--- src/rtl/led_blink_gen.sv ---
// Multi-channel clock divider driving one LED per channel in OFF/TOGGLE/PULSE/PWM mode, gated by PLL lock.
// Outputs are registered (one edge after the counting edge); there is no backpressure because channels free-run while o_run & i_en.
module led_blink_gen #(
  parameter int N_CH        = 2,
  parameter int CNT_W       = 16,
  parameter int SYNC_STAGES = 2
) (
  input  logic                  i_clk,
  input  logic                  i_rst_n,
  input  logic                  i_locked,
  input  logic [N_CH-1:0]       i_en,
  input  logic [2*N_CH-1:0]     i_mode,
  input  logic [CNT_W*N_CH-1:0] i_div,
  input  logic [CNT_W*N_CH-1:0] i_duty,
  output logic [N_CH-1:0]       o_led,
  output logic [N_CH-1:0]       o_tick,
  output logic                  o_run
);

  typedef enum logic [1:0] {
    MODE_OFF    = 2'b00,
    MODE_TOGGLE = 2'b01,
    MODE_PULSE  = 2'b10,
    MODE_PWM    = 2'b11
  } mode_e;

  typedef struct packed {
    logic [CNT_W-1:0] div;
    logic [CNT_W-1:0] duty;
    mode_e            mode;
  } cfg_t;

  logic [SYNC_STAGES-1:0] r_sync;

  always_ff @(posedge i_clk or negedge i_rst_n) begin
    if (!i_rst_n) r_sync <= '0;
    else          r_sync <= {r_sync[SYNC_STAGES-2:0], i_locked};
  end

  assign o_run = r_sync[SYNC_STAGES-1];

  for (genvar k = 0; k < N_CH; k++) begin : g_ch
    logic [CNT_W-1:0] r_cnt;
    cfg_t             r_cfg;
    cfg_t             w_cfg_in;
    logic             r_led;
    logic             r_tick;
    logic             w_active;
    logic             w_wrap;
    logic             w_led_nxt;

    assign w_cfg_in.div  = i_div[k*CNT_W +: CNT_W];
    assign w_cfg_in.duty = i_duty[k*CNT_W +: CNT_W];
    assign w_cfg_in.mode = mode_e'(i_mode[2*k +: 2]);

    assign w_active = o_run & i_en[k];
    assign w_wrap   = (r_cnt == r_cfg.div);

    always_comb begin
      w_led_nxt = 1'b0;
      case (r_cfg.mode)
        MODE_OFF:    w_led_nxt = 1'b0;
        MODE_TOGGLE: w_led_nxt = w_wrap ? ~r_led : r_led;
        MODE_PULSE:  w_led_nxt = w_wrap;
        MODE_PWM:    w_led_nxt = (r_cnt < r_cfg.duty);
        default:     w_led_nxt = 1'b0;
      endcase
    end

    // Config is only sampled at a period boundary or while idle, so a period is never cut short.
    always_ff @(posedge i_clk or negedge i_rst_n) begin
      if (!i_rst_n) begin
        r_cnt  <= '0;
        r_cfg  <= '0;
        r_led  <= 1'b0;
        r_tick <= 1'b0;
      end else if (!w_active) begin
        r_cnt  <= '0;
        r_cfg  <= w_cfg_in;
        r_led  <= 1'b0;
        r_tick <= 1'b0;
      end else begin
        r_cnt  <= w_wrap ? '0 : r_cnt + CNT_W'(1);
        r_tick <= w_wrap;
        r_led  <= w_led_nxt;
        if (w_wrap) r_cfg <= w_cfg_in;
      end
    end

    assign o_led[k]  = r_led;
    assign o_tick[k] = r_tick;
  end

endmodule

--- config.mk ---
export PLATFORM = sky130hd
export DESIGN_NAME = led_blink_gen
export DESIGN_NICKNAME = d
export VERILOG_FILES = /design/src/rtl/led_blink_gen.sv
export SDC_FILE = /design/constraint.sdc
export NUM_CORES = 1
export LEC_CHECK = 0
export CORE_MARGIN = 8
export CORE_UTILIZATION = 50
export DETAILED_ROUTE_END_ITERATION = 6
export PLACE_DENSITY = 0.74
export REMOVE_ABC_BUFFERS = 1
export SYNTH_ARGS = -nofsm -noshare
export SYNTH_HDL_FRONTEND = slang
export SYNTH_SLANG_ARGS = --single-unit
--- constraint.sdc ---
create_clock -name i_clk -period 4.3 [get_ports i_clk]
set_input_delay 0.86 -clock i_clk [delete_from_list [all_inputs] [get_ports i_clk]]
set_output_delay 0.86 -clock i_clk [all_outputs]
set_load 0.05 [all_outputs]
==> out/metrics.cfg <==
[outcome]
status=completed

[die]
die_x_um=120
core_area_mm2=0.0107
num_io_pins=78
start_util=0.505
die_h_um=120
dieArea_mm2=0.0143
rows=38

[logic_synthesis]
synthFlopType=dfrtp_1
synth.distinct_cells=37
synthAdderAreaFrac=0.0745
syn_area_mm2=0.00538
synthMuxAreaShare=0.0796
ys_async_sr_fraction=1.00
synth_simple_gate_area_frac=0.125
netlist_instances=499
synth_top_family_by_area=simple AND/OR/NAND/NOR gates
synth-xor-area-share=0.0945
synth_top_cell_by_area=dfrtp_1
synth_enable_flop_cells=0
syn_avg_cell_area_um2=10.8
synth-seq-cells=106
ys_seq_area_frac=0.493
synth_compound_area_frac=0.0745
yosysWarnings=0
synth_area_leaders=dfrtp_1 49%, xor2_1 8.3%, ha_1 7.4%
synth_top_area_frac=0.493

[clock_network]
cts_resized=0
clk_latency_ns=0.37
clock_path_buffers=2
htree_levels=3
cts_root_buffer=clkbuf_8
clkSinkCount=106
cts_setup_buffers=0
numCtsBuffers=9
cts_tree=done
cts_hold_buf=0
clk_pin_slew_ns=0.10

[sta]
clock_skew_ns=0.0108
max_freq_mhz=360
fin_crit_sh=0.646
whs_ns=0.362
setup_tns_ns=0
rsz0062_at_grt=false
worstMarginPinSlew_ns=1.02
setup_viol=0
maxSlewHeadroom=0.318
hold_viol=0
slew_violations=0
final.min_clock_period_ns=2.78

[critical_path]
critPathSlowestCell=nand3_2
crit_type=reg -> reg
cp_data_arrival_time_ns=3.08
critPathMaxStageDelay_ns=0.76
critPathCaptureType=flop
crit_chain=xor2_1 -> nor4_1 -> nand4_1 -> nand3_2 -> buf_4 -> nand2_1 -> o21ai_1
crit_required_ns=4.60
startpoint_type=flop
reg2reg_slack_ns=1.52
cp_max_fo=43

[final_layout]
final_area_mm2=0.00643
fin_cells=715
drive_above_1_share=0.0887
final_cell_mix=106 x dfrtp_1, 76 x clkdlybuf4s50_1, 51 x xor2_1
fillCellCount=894
n_antenna_cell=0
finalNetCount=675
area_growth_pct=19.6
multi_input_area_mm2=0.00241
sequential_cell_area_mm2=0.00265
final_common_cell=dfrtp_1

[detailed_routing]
met3WireLength_um=441
dr_wl_met2_um=5600
firstDrtPassIters=4
top_layer=met4
ant_nets=0
wirelength_um=11000
wire_per_inst_um=15.4
via_count=3747
drt-met1-wl_um=4820
vias_per_cell=5.24
drt_iter0_markers=141
drc_errors=0

[global_route]
grt_pass1_wl_um=18700
grt_util_all_layers=0.159
grt_pass1_vias=3924
antenna_found_initial=0
grt_max_degree=83
grt-ovfl-total=0

[power]
cellPowerDensity_mw_per_mm2=324
leakage_nw=3.00
ir_drop_mv=0.188

[placement]
hpwl_um=8090
port_buffers=77
place_inst=699
placed_area_mm2=0.00617
finalWeightedCongestion=0.828

[flow_run]
cap_viol_max_count=0

[worst_hold_path]
min_path_type=reg -> reg

==> metal layers <==
layer | vias up | global-route usage
li1 | 1829 | -
met1 | 1828 | 0.190
met2 | 75 | 0.277
met3 | 15 | 0.0338
met4 | 0 | 0.0570
met5 | - | 0
==> path summary, 6_finish.rpt <==
| kind | startpoint | endpoint | cells after the start |
|---|---|---|---|
| max | g_ch[0].r_cnt[1] | g_ch[0].r_cfg[5] | 7 |
| max in group asynchronous | i_rst_n | g_ch[1].r_cnt[3] | 2 |
| min reg2reg | r_sync[0] | r_sync[1] | 0 |
| min in group asynchronous | i_rst_n | g_ch[0].r_cfg[9] | 1 |
| min | r_sync[0] | r_sync[1] | 0 |
| max reg2reg | g_ch[0].r_cnt[1] | g_ch[0].r_cfg[5] | 7 |
==> flip-flops by register name, indices dropped and copies added, names as in the netlist <==
name / cells
r_sync: 2
g_ch.r_tick: 2
g_ch.r_cnt: 32
g_ch.r_led: 2
g_ch.r_cfg: 68
==> worst max-delay path, delay by kind of cell, from the launching register on <==
family,cells,cell delay [ns]
AO/OA/AOI/OAI,1,0.07
XOR/XNOR,1,0.19
buffers and inverters,1,0.31
flip-flops,1,0.49
AND/OR/NAND/NOR,4,1.63
==> report_power, final <==
group          internal, mW  switching (mW)
combinational         0.129           0.117
clock                 0.404           0.348
sequential             1.05          0.0340
total                  1.58           0.498
==> synthesized netlist by cell type (4+ instances only) <==
master and number:
ha_1 32, inv_1 36, o21ai_2 8, mux2_1 18
a21oi_1 13, mux2_2 16, xnor2_1 7, nor3_1 4
buf_6 7, o21ai_0 28, xor2_1 51, buf_2 4
buf_4 8, nor2_1 35, nand2_1 48, dfrtp_1 106
nor4_1 9, nand4_1 11, o21ai_1 6, or3_1 4
and3_1 5, nand3_1 14, a211oi_1 4
==> logic make-up (layout without fill, tap and decap cells) <==
logic type	after synthesis	after routing
AOI/OAI and AO/OA	67	67
buffers and inverters	58	134
xor gates and xnor gates	58	58
muxes	37	37
adders and majority gates	32	32
and+or+nand+nor	141	141
DFF	106	106
==> cell type report <==
class | count | area share
multi-input cells | 335 | 0.374
flip-flops and latches | 106 | 0.413
clock inverters | 6 | 0.0177
well taps | 140 | 0.0273
repair buffers | 82 | 0.125
inverters | 36 | 0.0210
clock buffers | 10 | 0.0214
==> through the flow <==
stage,setup slack [ns],util,power (mW)
floorplan,1.92,-,1.22
global placement,1.43,0.580,1.34
detailed placement,1.37,0.580,1.36
CTS,1.48,0.603,2.10
global route,1.41,0.603,2.17
finish,1.52,0.603,2.08
Note: power is estimated with default switching activity, not from simulation.
